==> src/rtl/mem_stage_pkg.sv <==
// -----------------------------------------------------------------------------
// mem_stage_pkg
//
// Shared constants for the core datapath: the machine word width, the ALU
// opcode set, the memory-stage FSM state encoding, the load/store funct3 size
// codes and a couple of small decode helpers used by the memory stage.
//
// Contents (no ports, this is a package):
//   XLEN            machine word width
//   ALU_*           ALU operation codes driven by the decode stage
//   ST_*            memory-stage FSM state encodings
//   F3_*            load/store funct3 codes
//   mem_op_t        per-access bookkeeping carried while a bus access is open
//   misaligned()    address-vs-access-size alignment test
//   size_mask()     unshifted byte-enable mask for an access size
// -----------------------------------------------------------------------------
package mem_stage_pkg;

    localparam int XLEN = 64;

    // ALU operation codes produced by decode and consumed by execute.
    localparam logic [3:0] ALU_ADD  = 4'd0;
    localparam logic [3:0] ALU_SUB  = 4'd1;
    localparam logic [3:0] ALU_AND  = 4'd2;
    localparam logic [3:0] ALU_OR   = 4'd3;
    localparam logic [3:0] ALU_XOR  = 4'd4;
    localparam logic [3:0] ALU_SLL  = 4'd5;
    localparam logic [3:0] ALU_SRL  = 4'd6;
    localparam logic [3:0] ALU_SRA  = 4'd7;
    localparam logic [3:0] ALU_SLT  = 4'd8;
    localparam logic [3:0] ALU_SLTU = 4'd9;

    // Memory-stage FSM states.
    localparam logic [1:0] ST_IDLE = 2'd0;
    localparam logic [1:0] ST_BUS  = 2'd1;
    localparam logic [1:0] ST_RESP = 2'd2;

    // Load funct3 codes; bit 2 selects zero extension.
    localparam logic [2:0] F3_LB  = 3'b000;
    localparam logic [2:0] F3_LH  = 3'b001;
    localparam logic [2:0] F3_LW  = 3'b010;
    localparam logic [2:0] F3_LD  = 3'b011;
    localparam logic [2:0] F3_LBU = 3'b100;
    localparam logic [2:0] F3_LHU = 3'b101;
    localparam logic [2:0] F3_LWU = 3'b110;

    // Store funct3 codes.
    localparam logic [2:0] F3_SB  = 3'b000;
    localparam logic [2:0] F3_SH  = 3'b001;
    localparam logic [2:0] F3_SW  = 3'b010;
    localparam logic [2:0] F3_SD  = 3'b011;

    // What the stage must remember about an access while the bus is busy.
    typedef struct packed {
        logic       is_load;
        logic [2:0] funct3;
        logic [2:0] lane;
        logic       rf_wen;
    } mem_op_t;

    // funct3[1:0] encodes log2 of the access size for both loads and stores,
    // so alignment only needs the low address bits under that size.
    function automatic logic misaligned(input logic [2:0] addr_lo,
                                        input logic [1:0] size_log2);
        logic bad;
        case (size_log2)
            2'd0:    bad = 1'b0;
            2'd1:    bad = addr_lo[0];
            2'd2:    bad = |addr_lo[1:0];
            default: bad = |addr_lo[2:0];
        endcase
        return bad;
    endfunction

    function automatic logic [7:0] size_mask(input logic [1:0] size_log2);
        logic [7:0] m;
        case (size_log2)
            2'd0:    m = 8'h01;
            2'd1:    m = 8'h03;
            2'd2:    m = 8'h0F;
            default: m = 8'hFF;
        endcase
        return m;
    endfunction

endpackage

==> src/rtl/mem_stage_load_align.sv <==
// -----------------------------------------------------------------------------
// load_align
//
// Purely combinational load formatter: picks the addressed bytes out of a
// 64-bit bus word and sign- or zero-extends them to a full register value.
//
// Ports:
//   rdata_i   [63:0]  raw doubleword returned by the data bus
//   lane_i    [2:0]   byte offset of the access within the doubleword
//   funct3_i  [2:0]   load size/sign code (LB..LWU)
//   data_o    [63:0]  register-ready load result (0 for unlisted codes)
// -----------------------------------------------------------------------------
module load_align
    import mem_stage_pkg::*;
(
    input  logic [XLEN-1:0] rdata_i,
    input  logic [2:0]      lane_i,
    input  logic [2:0]      funct3_i,
    output logic [XLEN-1:0] data_o
);

    logic [XLEN-1:0] shifted;

    // Bring the addressed lane down to bit 0, then extend per funct3.
    always_comb begin
        shifted = rdata_i >> {lane_i, 3'b000};
        case (funct3_i)
            F3_LB:   data_o = {{(XLEN-8){shifted[7]}},   shifted[7:0]};
            F3_LH:   data_o = {{(XLEN-16){shifted[15]}}, shifted[15:0]};
            F3_LW:   data_o = {{(XLEN-32){shifted[31]}}, shifted[31:0]};
            F3_LD:   data_o = shifted;
            F3_LBU:  data_o = {{(XLEN-8){1'b0}},  shifted[7:0]};
            F3_LHU:  data_o = {{(XLEN-16){1'b0}}, shifted[15:0]};
            F3_LWU:  data_o = {{(XLEN-32){1'b0}}, shifted[31:0]};
            default: data_o = '0;
        endcase
    end

endmodule

==> src/rtl/mem_stage.sv <==
// -----------------------------------------------------------------------------
// mem_stage
//
// Pipeline memory stage. Non-memory results pass straight through with one
// cycle of latency. Loads and stores are checked for legality, then issued on
// a simple request/ack data bus; the stage stalls execute until the access
// completes, times out, or is rejected as misaligned/illegal.
//
// Parameters:
//   TIMEOUT_CYC   bus cycles to wait for dmem_ack_i before faulting
//
// Ports:
//   clk, rst_n                      clock, asynchronous active-low reset
//   valid_i / ready_o               execute handshake (ready only in IDLE)
//   load_i, store_i, funct3_i       memory-op flags and size/sign code
//   aluout_i                        ALU result or effective address
//   sdata_i                         store data, low-aligned
//   rf_wen_i, rd_i, pc_i, exit_i    writeback/debug sideband
//   dmem_req_o, dmem_we_o           bus request and write enable
//   dmem_addr_o                     doubleword-aligned bus address
//   dmem_wdata_o, dmem_wmask_o      lane-shifted store data and byte mask
//   dmem_ack_i, dmem_rdata_i        bus completion and read data
//   valid_o, rf_wen_o, rd_o,
//   wdata_o, pc_o, exit_o           writeback outputs
//   fault_o                         one-cycle fault flag, qualified by valid_o
// -----------------------------------------------------------------------------
module mem_stage
    import mem_stage_pkg::*;
#(
    parameter int TIMEOUT_CYC = 1023
) (
    input  logic            clk,
    input  logic            rst_n,

    input  logic            valid_i,
    output logic            ready_o,
    input  logic            load_i,
    input  logic            store_i,
    input  logic [2:0]      funct3_i,
    input  logic [XLEN-1:0] aluout_i,
    input  logic [XLEN-1:0] sdata_i,
    input  logic            rf_wen_i,
    input  logic [4:0]      rd_i,
    input  logic [XLEN-1:0] pc_i,
    input  logic            exit_i,

    output logic            dmem_req_o,
    output logic            dmem_we_o,
    output logic [XLEN-1:0] dmem_addr_o,
    output logic [XLEN-1:0] dmem_wdata_o,
    output logic [7:0]      dmem_wmask_o,
    input  logic            dmem_ack_i,
    input  logic [XLEN-1:0] dmem_rdata_i,

    output logic            valid_o,
    output logic            rf_wen_o,
    output logic [4:0]      rd_o,
    output logic [XLEN-1:0] wdata_o,
    output logic [XLEN-1:0] pc_o,
    output logic            exit_o,
    output logic            fault_o
);

    localparam int               CNT_W    = $clog2(TIMEOUT_CYC + 1);
    localparam logic [CNT_W-1:0] CNT_LAST = CNT_W'(TIMEOUT_CYC - 1);

    logic [1:0]      state_q,     state_d;
    logic [CNT_W-1:0] cnt_q,      cnt_d;
    mem_op_t         op_q,        op_d;

    logic            bus_we_q,    bus_we_d;
    logic [XLEN-1:0] bus_addr_q,  bus_addr_d;
    logic [XLEN-1:0] bus_wdata_q, bus_wdata_d;
    logic [7:0]      bus_wmask_q, bus_wmask_d;

    logic            valid_q,     valid_d;
    logic            fault_q,     fault_d;
    logic            rf_wen_q,    rf_wen_d;
    logic [XLEN-1:0] wdata_q,     wdata_d;
    logic [4:0]      rd_q,        rd_d;
    logic [XLEN-1:0] pc_q,        pc_d;
    logic            exit_q,      exit_d;

    logic            accept;
    logic            is_mem;
    logic            funct3_bad;
    logic            illegal;
    logic [XLEN-1:0] load_data;

    // Only the byte-lane formatting of read data lives outside this module.
    load_align u_load_align (
        .rdata_i  (dmem_rdata_i),
        .lane_i   (op_q.lane),
        .funct3_i (op_q.funct3),
        .data_o   (load_data)
    );

    // Legality of the incoming op. Loads accept every code except 111,
    // stores only the four sizes; asserting both flags at once is never legal.
    always_comb begin
        accept     = valid_i && (state_q == ST_IDLE);
        is_mem     = load_i || store_i;
        funct3_bad = load_i ? (funct3_i == 3'b111) : funct3_i[2];
        illegal    = (load_i && store_i)
                  || (is_mem && (funct3_bad
                                 || misaligned(aluout_i[2:0], funct3_i[1:0])));
    end

    // Next-state logic. valid_d, fault_d and rf_wen_d default low so that
    // every result pulse lasts exactly one cycle and rf_wen never shows
    // without valid. Bus outputs are captured on acceptance and held
    // untouched until the access ends, then cleared so the bus idles at zero.
    always_comb begin
        state_d     = state_q;
        cnt_d       = cnt_q;
        op_d        = op_q;
        bus_we_d    = bus_we_q;
        bus_addr_d  = bus_addr_q;
        bus_wdata_d = bus_wdata_q;
        bus_wmask_d = bus_wmask_q;
        valid_d     = 1'b0;
        fault_d     = 1'b0;
        rf_wen_d    = 1'b0;
        wdata_d     = wdata_q;
        rd_d        = rd_q;
        pc_d        = pc_q;
        exit_d      = exit_q;

        case (state_q)
            ST_IDLE: begin
                if (accept) begin
                    rd_d   = rd_i;
                    pc_d   = pc_i;
                    exit_d = exit_i;
                    if (!is_mem) begin
                        valid_d  = 1'b1;
                        rf_wen_d = rf_wen_i;
                        wdata_d  = aluout_i;
                    end else if (illegal) begin
                        valid_d = 1'b1;
                        fault_d = 1'b1;
                        wdata_d = '0;
                    end else begin
                        state_d        = ST_BUS;
                        cnt_d          = '0;
                        op_d.is_load   = load_i;
                        op_d.funct3    = funct3_i;
                        op_d.lane      = aluout_i[2:0];
                        op_d.rf_wen    = rf_wen_i && load_i;
                        bus_we_d       = store_i;
                        bus_addr_d     = {aluout_i[XLEN-1:3], 3'b000};
                        bus_wdata_d    = store_i ? (sdata_i << {aluout_i[2:0], 3'b000}) : '0;
                        bus_wmask_d    = store_i ? (size_mask(funct3_i[1:0]) << aluout_i[2:0]) : 8'h00;
                    end
                end
            end

            ST_BUS: begin
                // An ack on the final counted cycle still completes normally.
                if (dmem_ack_i) begin
                    state_d     = ST_RESP;
                    valid_d     = 1'b1;
                    rf_wen_d    = op_q.rf_wen;
                    wdata_d     = op_q.is_load ? load_data : '0;
                    bus_we_d    = 1'b0;
                    bus_addr_d  = '0;
                    bus_wdata_d = '0;
                    bus_wmask_d = 8'h00;
                end else if (cnt_q == CNT_LAST) begin
                    state_d     = ST_RESP;
                    valid_d     = 1'b1;
                    fault_d     = 1'b1;
                    wdata_d     = '0;
                    bus_we_d    = 1'b0;
                    bus_addr_d  = '0;
                    bus_wdata_d = '0;
                    bus_wmask_d = 8'h00;
                end else begin
                    cnt_d = cnt_q + CNT_W'(1);
                end
            end

            // The result registered on leaving BUS is visible here; a late
            // ack arriving now or later is simply not looked at.
            ST_RESP: begin
                state_d = ST_IDLE;
                cnt_d   = '0;
            end

            default: begin
                state_d = ST_IDLE;
                cnt_d   = '0;
            end
        endcase
    end

    // State and output registers. Reset abandons any open access: the FSM
    // returns to IDLE, so the request drops without waiting for a clock.
    always_ff @(posedge clk or negedge rst_n) begin
        if (!rst_n) begin
            state_q     <= ST_IDLE;
            cnt_q       <= '0;
            op_q        <= '0;
            bus_we_q    <= 1'b0;
            bus_addr_q  <= '0;
            bus_wdata_q <= '0;
            bus_wmask_q <= 8'h00;
            valid_q     <= 1'b0;
            fault_q     <= 1'b0;
            rf_wen_q    <= 1'b0;
            wdata_q     <= '0;
            rd_q        <= '0;
            pc_q        <= '0;
            exit_q      <= 1'b0;
        end else begin
            state_q     <= state_d;
            cnt_q       <= cnt_d;
            op_q        <= op_d;
            bus_we_q    <= bus_we_d;
            bus_addr_q  <= bus_addr_d;
            bus_wdata_q <= bus_wdata_d;
            bus_wmask_q <= bus_wmask_d;
            valid_q     <= valid_d;
            fault_q     <= fault_d;
            rf_wen_q    <= rf_wen_d;
            wdata_q     <= wdata_d;
            rd_q        <= rd_d;
            pc_q        <= pc_d;
            exit_q      <= exit_d;
        end
    end

    // Handshake and request decode straight from the state register.
    always_comb begin
        ready_o    = (state_q == ST_IDLE);
        dmem_req_o = (state_q == ST_BUS);
    end

    assign dmem_we_o    = bus_we_q;
    assign dmem_addr_o  = bus_addr_q;
    assign dmem_wdata_o = bus_wdata_q;
    assign dmem_wmask_o = bus_wmask_q;

    assign valid_o  = valid_q;
    assign fault_o  = fault_q;
    assign rf_wen_o = rf_wen_q;
    assign wdata_o  = wdata_q;
    assign rd_o     = rd_q;
    assign pc_o     = pc_q;
    assign exit_o   = exit_q;

endmodule

==> config.mk <==
export PLATFORM = sky130hd
export DESIGN_NAME = mem_stage
export DESIGN_NICKNAME = d
export VERILOG_FILES = /design/src/rtl/mem_stage_pkg.sv /design/src/rtl/mem_stage_load_align.sv /design/src/rtl/mem_stage.sv
export SDC_FILE = /design/constraint.sdc
export NUM_CORES = 1
export LEC_CHECK = 0
export CAP_MARGIN = 20
export CORE_AREA = 2 2 211 213
export CTS_CLUSTER_SIZE = 28
export DETAILED_ROUTE_END_ITERATION = 16
export DIE_AREA = 0 0 213 215
export PLACE_DENSITY = 0.66
export SLEW_MARGIN = 20
export SYNTH_ARGS = -nofsm -noshare
export SYNTH_HDL_FRONTEND = slang
export SYNTH_SLANG_ARGS = --single-unit
==> constraint.sdc <==
create_clock -name clk -period 3.95 [get_ports clk]
set_input_delay 0.79 -clock clk [delete_from_list [all_inputs] [get_ports clk]]
set_output_delay 0.79 -clock clk [all_outputs]
set_load 0.1 [all_outputs]
==> impl_metrics.ini, run 1 <==
[placement]
portBuffers = 544
globalplace.congestion = 0.9189
place_hpwl_um = 44390

[critical_path]
cp.required_ns = 4.35
crit_arrival_ns = 3.40
crit_type = reg2reg
setup.worst_path.end_class = flop
worstPathMaxFanout = 25
setup.worst_path.start_class = flop

[run]
maxCapViolCount = 0

[route]
vias = 13810
wl_um = 60100
postRouteAntennaNets = 0
avgViaCountPerCell = 5.406
post-route-drc-count = 0
drt_iter0_markers = 1229
wl_per_cell_um = 23.52
dr.pass1.iters = 5

[final_layout]
seq_area_sq_mm = 0.007287
fill_cells = 3953
final_nets = 2213
syn_to_final_growth_pct = 48.65
multi_input_comb_area_sq_mm = 0.007008
layout-drive-gt1-share = 0.09322
antenna_cells = 0

[sta]
hold_viol_final = 0
min_period_over_period = 0.7613
timing.hold.ws_ns = 0.2374
fmax_mhz = 332.5
maxSlewViolCount = 0
setup_viol = 0
finClkSkew_ns = 0.01694
tightest_slew_ns = 1.099
fin_crit_ns = 3.007
relSlewSlack = 0.2653
grt_setup_unrepaired = no
tns_ns = 0

[worst_hold_path]
hold_path_class = in2async

[global_routing]
gr-total-overflow = 0
grt_pass1_wl_um = 89510
grt_max_degree = 93
antenna_found_initial = 0
grt_usage = 0.2570
grt_pass1_vias = 14050

[floorplanning]
die_w_um = 213
dieArea_sq_mm = 0.04580
ios = 548
core-area_sq_mm = 0.04364
std_cell_rows = 77
start_util = 0.3401
die_h_um = 215

[cts]
clk_latency_ns = 0.56
clk_pin_slew_ns = 0.06
clk_path_buf_depth = 3
htree_levels = 2
post_cts_resized = 0
cts.sinks = 291
cts_tree = done
clock-root-buffer = clkbuf_16
ctsHoldBuffers = 0
postCtsSetupBuffers = 0
numCtsBuffers = 36

[yosys]
synth_edf_count = 0
syn_avg_cell_area_sq_um = 10.25
syn_inst = 1448
async_flop_share = 1.000
ys_seq_elements = 291
synth_cell_types = 56
synth_ff_type = dfrtp_1
synth_area_sq_mm = 0.01484
ys_warn_count = 0
ys_seq_area_frac = 0.4906

[power_and_ir_drop]
p_leak_nw = 9.479
max-vdd-ir-drop_uv = 404.6
power_density_mw_per_mm2 = 654.0

[run_status]
status = finished clean
[Yosys cell counts, types with 2 or more instances]
library cell	number	area share
buf_1	12	0.0030
and3_1	3	0.0013
a21o_1	4	0.0020
and4_1	2	0.0012
inv_1	14	0.0035
mux2_2	29	0.022
o2bb2ai_1	35	0.021
nor3b_1	3	0.0015
nor2b_1	22	0.0093
buf_6	2	0.0015
buf_2	20	0.0067
a211oi_1	16	0.0081
nor3_1	7	0.0024
mux4_2	33	0.050
o22ai_1	8	0.0034
nand4_1	3	0.0013
a31oi_4	2	0.0029
a22oi_1	14	0.0071
ha_1	2	0.0017
nand3_1	10	0.0034
a21oi_1	96	0.032
o21ai_0	64	0.022
a31oi_2	6	0.0051
a31oi_1	9	0.0038
o21a_1	5	0.0025
clkbuf_1	89	0.023
nand2b_1	12	0.0051
nor2_1	58	0.015
a32oi_1	7	0.0041
nand2_1	304	0.077
buf_4	3	0.0015
o211ai_1	8	0.0040
mux2i_1	96	0.065
a221o_1	41	0.028
dfrtp_1	291	0.49
a22o_1	96	0.057
nand3b_1	2	0.0010
and2_1	2	0.00084
[metal layers]
| metal | up-vias | track usage | routed length [um] |
|---|---|---|---|
| li1 | 6265 | - | - |
| met1 | 6841 | 0.3233 | 24250 |
| met2 | 627 | 0.4359 | 29490 |
| met3 | 79 | 0.06006 | 4768 |
| met4 | 0 | 0.07879 | 1585 |
| met5 | - | 0 | 0 |
[where the power goes]
part	internal (W)	switching, W	total (W)
clock	0.00208	0.00137	0.00345
sequential	0.00348	0.000388	0.00387
combinational	0.00188	0.00523	0.00711
total	0.00745	0.00698	0.0144
[worst paths after layout]
path	start	to	slack (ns)	cells after the start
max	op_q[2]	wdata_o[30]	0.94	7
min	rst_n	dmem_addr_o[59]	0.24	1
max reg2reg	op_q[2]	wdata_o[30]	0.94	7
min reg2reg	pc_o[20]	pc_o[20]	0.47	2
max in group asynchronous	rst_n	pc_o[8]	2.76	2
min in group clk	pc_o[20]	pc_o[20]	0.47	2
[layout by cell type, fill, tap and decap left out, types with 11 or more instances in the layout]
master,count
mux2_2,29
nor2b_1,22
a22o_1,96
mux2i_1,96
dfrtp_1,289
nor2_1,58
o2bb2ai_1,35
a221o_1,41
buf_4,33
clkbuf_8,11
inv_1,14
clkdlybuf4s50_1,537
nand2_1,303
a21oi_1,96
o21ai_0,64
a211oi_1,16
clkbuf_16,36
nand2b_1,12
mux4_2,33
a22oi_1,14
[logic make-up after synthesis]
logic type,Yosys count,synth area share
simple gates,435,0.1233
mux,158,0.1368
other cells,1,0.0002526
buf+inv,142,0.04046
fa+ha+maj,2,0.001686
compound gates,419,0.2069
flops,291,0.4906
[sequential cells by signal (all words and copies together) (netlist names)]
name,cells
cnt_q,10
dmem_addr_o,61
dmem_wdata_o,64
dmem_we_o,1
dmem_wmask_o,8
exit_o,1
fault_o,1
op_q,8
pc_o,64
rd_o,5
rf_wen_o,1
state_q,2
valid_o,1
wdata_o,64
[worst max-delay path, cell delays in order (launching register included)]
cell and delay (ns):
dfrtp_2 0.77, mux2_2 0.42, nor3b_1 0.22, nor3_1 0.12, buf_4 0.17, a31oi_4 0.29
or2_0 0.68, a31oi_2 0.17
[cell type report]
class / instances / area share
clock inverters: 11 / 0.007201
well taps: 592 / 0.03357
repair buffers: 578 / 0.2605
flip-flops and latches: 291 / 0.3302
inverters: 15 / 0.002552
clock buffers: 51 / 0.04837
multi-input cells: 1017 / 0.3176
[metrics by stage]
step           area (sq um)  std cells  power (W)  setup WS [ns]  utilization
5_1_grt               22070       2555    0.01494         0.7730       0.5056
2_1_floorplan         14850       1450   0.008924         0.3259            -
4_1_cts               22070       2555    0.01451         0.9374       0.5056
6_report              22070       2555    0.01443         0.9427       0.5056
3_3_place_gp          20840       2493    0.01098         0.5265       0.4775
3_5_place_dp          20840       2493    0.01102         0.5249       0.4775
Power figures use the tool's default switching activity.
==> inputs of run 2 (changes only) <==
PLACE_DENSITY = 0.69   (was 0.66)
clock period = 2.6 ns   (was 3.95 ns; I/O delays follow)
==> run 2 against run 1 <==
  * First-iteration DRC count fell by 10%
  * Final cell count rose by 1.9%
  * Non-clock buffer count rose by 49
  * Sequential power up 52%
  * Via count grew 1.7%
  * Clock power is 51% higher
  * Clock skew down 0.0051 ns
  * Critical endpoint is now wdata_o[25]
  * Highest routed layer is now met5
==> impl_metrics.ini, run 2 (same netlist as run 1, synthesis figures left out) <==
[cts]
clock-root-buffer = clkbuf_16
htree_levels = 2
numCtsBuffers = 36
clk_path_buf_depth = 3
cts_tree = done
clk_pin_slew_ns = 0.06
clk_latency_ns = 0.55
cts.sinks = 291

[sta]
finClkSkew_ns = 0.01187
fmax_mhz = 406.5
grt_setup_unrepaired = no
fin_crit_ns = 2.460
hold_viol_final = 0
fin_ws_ns = 0.1397
setup_viol = 0
maxSlewViolCount = 0
min_period_over_period = 0.9463
relSlewSlack = 0.3252
tightest_slew_ns = 1.012

[worst_hold_path]
hold_path_class = in2reg
holdPathStages = 2
min_to = op_q[1]
worstHoldStart = aluout_i[0]

[run_status]
status = finished clean

[run]
maxCapViolCount = 0

[final_layout]
final_cell_mix = buf_4, nand2_1, dfrtp_1
instances_no_fill = 2604
final_common_cell = buf_4
antenna_cells = 0
final_nets = 2262
syn_to_final_growth_pct = 47.80
layout-drive-gt1-share = 0.2510

[critical_path]
startpoint = op_q[2]
r2r_setup_slack_ns = 0.14
crit_type = reg2reg
cp.required_ns = 3.07
setup.worst_path.end_class = flop
worstPathMaxFanout = 11
r2r-end = wdata_o[25]
crit_path_top_delay_cell = nor3_1
setup.worst_path.start_class = flop
r2r_cells = 7
cpPeakStageDelay_ns = 0.66
path_cells = mux2i_1 > nor3b_1 > nor3_1 > a31oi_4 > or2_0 > buf_4 > a31oi_2
rr_startpoint = op_q[2]
crit_arrival_ns = 2.93

[floorplanning]
start_util = 0.3401
std_cell_rows = 77
dieArea_sq_mm = 0.04580
die_w_um = 213
die_h_um = 215
ios = 548
core-area_sq_mm = 0.04364

[route]
avgViaCountPerCell = 5.395
wl_um = 60400
vias = 14050
postRouteAntennaNets = 0
dr.pass1.iters = 6
post-route-drc-count = 0
wl_per_cell_um = 23.20
drt_iter0_markers = 1104

[global_routing]
grt_pass1_wl_um = 89980
antenna_found_initial = 1
grt_max_degree = 74
gr-total-overflow = 0
grt_usage = 0.2585
grt_pass1_vias = 14230

[placement]
pre_cts_ws_ns = -0.3552
portBuffers = 544
place_hpwl_um = 45750
placed_cells = 2541
globalplace.congestion = 0.9245

[power_and_ir_drop]
p_leak_nw = 10.20
power_density_mw_per_mm2 = 1002
max-vdd-ir-drop_uv = 686.4
p_total_w = 0.02198
run 2: worst max-delay path by stage:
| stage | slack (ns) | cells past startpoint | to |
|---|---|---|---|
| global placement | -0.28 | 8 | wdata_o[30] |
| CTS | 0.06 | 8 | wdata_o[49] |
| finish | 0.14 | 7 | wdata_o[25] |
| detailed placement | -0.36 | 8 | wdata_o[25] |
| global route | 0.03 | 8 | wdata_o[45] |
| floorplan | 0.08 | 6 | op_q[1] |
run 2: per-layer routing:
layer / vias up / track usage / part of all wire
met2: 648 / 0.4339 / 0.48
met3: 115 / 0.05699 / 0.079
met5: - / 0 / 0.00022
met1: 6923 / 0.3242 / 0.40
li1: 6360 / - / -
met4: 2 / 0.09650 / 0.038
run 2: power breakdown:
group          internal, W  leakage (nW)  total, W  switching [W]
Clock              0.00317         0.601   0.00521        0.00204
Sequential         0.00530          3.79   0.00590       0.000600
Combinational      0.00284          5.80    0.0109        0.00804
run 2: area by class of cell:
cell class / instances / area [sq um]
clock inverter: 11 / 130.1
fill: 3947 / 21700
sequential: 291 / 7289
timing repair buffer: 627 / 5593
multi-input combinational: 1017 / 7020
tap: 592 / 740.7
clock buffer: 51 / 1110
inverter: 15 / 56.30
run 2: through the flow:
step / utilization / instance area [sq um] / setup TNS (ns) / hold WS [ns]
after global routing: 0.5027 / 21940 / 0 / 0.3985
after detailed placement: 0.4739 / 20680 / -13.79 / 0.4640
final: 0.5027 / 21940 / 0 / 0.4122
after global placement: 0.4739 / 20680 / -9.337 / 0.4585
after CTS: 0.5025 / 21930 / 0 / 0.3816
after floorplan: - / 14860 / 0 / 0.2244
run 2: worst max-delay path: cells and delay by family (launching register included):
family | cells | cell delay, ns
AOI/OAI and AO/OA | 2 | 0.38
DFF | 1 | 0.57
buffers and inverters | 1 | 0.19
and+or+nand+nor | 3 | 1.06
muxes | 1 | 0.18
run 2: what timing repair did:
action | 4_1_cts | 5_1_grt
resized for setup | 0 | 2
endpoints found under the setup margin | 0 | 32
buffers inserted | 0 | 0
endpoints found under the hold margin | 43 | 0
hold buffers | 1 | 0
==> inputs of run 3 (changes only) <==
CORE_AREA = 2 2 215 217   (was 2 2 211 213)
CTS_BUF_LIST = sky130_fd_sc_hd__clkbuf_8   (was default)
DIE_AREA = 0 0 217 219   (was 0 0 213 215)
PLACE_DENSITY = 0.67   (was 0.69)
==> run 3 against run 2 <==
  * Largest power group unchanged
  * Critical endpoint is now wdata_o[26]
  * Total power is 3.0% lower
  * Worst hold slack lost 0.12 ns
  * Clock skew increased by 0.0052 ns
  * Critical path type unchanged
  * Largest cell class unchanged
  * Final cell count grew 1.7%
  * Count of clock-buffer cells in the layout up 19
  * Non-clock buffer count increased by 1
  * First-iteration DRC count fell by 5.3%
  * Register-to-register slack hardly changed
==> impl_metrics.ini, run 3 (same netlist as run 1, synthesis figures left out) <==
[sta]
maxSlewViolCount = 0
finClkSkew_ns = 0.01704
fin_ws_ns = 0.1432
min_period_over_period = 0.9449
tightest_slew_ns = 1.043
relSlewSlack = 0.3046
setup_viol = 0
grt_setup_unrepaired = no
fmax_mhz = 407.0
hold_viol_final = 0
fin_crit_ns = 2.457
timing.hold.ws_ns = 0.2931

[final_layout]
layout-drive-gt1-share = 0.2559
fill_cells = 4203
final_nets = 2280
design_area_sq_mm = 0.02187
final_common_cell = buf_4
final_cell_mix = buf_4, nand2_1, dfrtp_1
syn_to_final_growth_pct = 47.35

[critical_path]
crit_path_frequent_cell = buf_4
path_cells = buf_12 > mux2i_1 > mux4_2 > nor4_4 > buf_4 > a31oi_4 > or2_0 > buf_4 > a31oi_2
cp-endpoint = wdata_o[26]
cp.required_ns = 3.16
r2r-end = wdata_o[26]
cpPeakStageDelay_ns = 0.55
startpoint = op_q[2]
setup.worst_path.start_class = flop
worstPathMaxFanout = 14
r2r_cells = 9
setup.worst_path.end_class = flop
rr_startpoint = op_q[2]
crit_path_top_delay_cell = mux4_2
r2r_setup_slack_ns = 0.14
crit_type = reg2reg
crit_arrival_ns = 3.01

[placement]
place_area_sq_mm = 0.02075
pre_cts_ws_ns = -0.3671
place_hpwl_um = 46780
portBuffers = 544
globalplace.congestion = 0.9040

[route]
dr.pass1.iters = 5
wl_per_cell_um = 23.61
drt_iter0_markers = 1046
vias = 14210
wl_um = 62490
post-route-drc-count = 0
avgViaCountPerCell = 5.368
postRouteAntennaNets = 0

[floorplanning]
die_h_um = 219
start_util = 0.3292
std_cell_rows = 78
core-area_sq_mm = 0.04509
ios = 548
dieArea_sq_mm = 0.04752
die_w_um = 217

[cts]
cts_tree = done
cts.sinks = 291
clk_path_buf_depth = 3
clk_pin_slew_ns = 0.07
clock-root-buffer = clkbuf_8
numCtsBuffers = 53
clk_latency_ns = 0.64
htree_levels = 2

[global_routing]
grt_max_degree = 74
grt_usage = 0.2567
gr-total-overflow = 0
grt_pass1_wl_um = 92200
grt_pass1_vias = 14430
antenna_found_initial = 5

[worst_hold_path]
hold_path_class = in2reg
worstHoldStart = aluout_i[0]

[run_status]
status = finished clean

[power_and_ir_drop]
p_total_w = 0.02132
power_density_mw_per_mm2 = 974.8
max-vdd-ir-drop_uv = 595.8
p_leak_nw = 10.24

[run]
maxCapViolCount = 0
==> run 3: metal layers <==
metal	global-route usage	wire (um)
met3	0.06916	5077
met4	0.08995	2146
met5	0	41
met1	0.3204	25140
met2	0.4283	30080
==> run 3: worst max-delay path, delay by kind of cell (launching register included) <==
family	cells	cell delay, ns
DFF	1	0.43
and+or+nand+nor	2	0.47
buffers and inverters	3	0.54
AOI/OAI and AO/OA	2	0.20
muxes	2	0.71
==> run 3: how the worst min path moves through the flow <==
stage / endpoint / slack, ns / depth (start not counted)
global route: op_q[1] / 0.25 / 2
finish: op_q[1] / 0.29 / 2
floorplan: cnt_q[0] / 0.22 / 0
CTS: op_q[1] / 0.23 / 2
detailed placement: pc_o[13] / 0.46 / 2
global placement: pc_o[7] / 0.46 / 2
==> run 3: area by class of cell <==
cell class | count | area (sq um) | share of cell area
flip-flops and latches | 291 | 7287 | 0.3331
multi-input cells | 1017 | 7020 | 0.3210
inverters | 15 | 56.30 | 0.002574
well taps | 600 | 750.7 | 0.03432
diodes | 3 | 7.507 | 0.0003432
clock inverters | 23 | 137.6 | 0.006292
clock buffers | 70 | 963.4 | 0.04405
repair buffers | 628 | 5650 | 0.2583
==> run 3: repair_timing <==
item                                    4_1_cts  5_1_grt
endpoints found under the hold margin        55        0
resized for setup                             0        1
endpoints found under the setup margin        0       50
setup buffers                                 0        0
hold buffers                                  1        0
==> run 3: through the flow <==
stage          TNS [ns]    util  cells
6_report              0  0.4851   2647
2_1_floorplan         0       -   1450
3_5_place_dp     -14.29  0.4602   2550
5_1_grt               0  0.4850   2644
4_1_cts               0  0.4848   2644
3_3_place_gp     -12.00  0.4602   2550
==> run 3: power breakdown <==
part	total, W	switching, W	internal (W)
sequential	0.00586	0.000561	0.00530
combinational	0.0109	0.00808	0.00284
clock	0.00454	0.00204	0.00250
total	0.0213	0.0107	0.0106
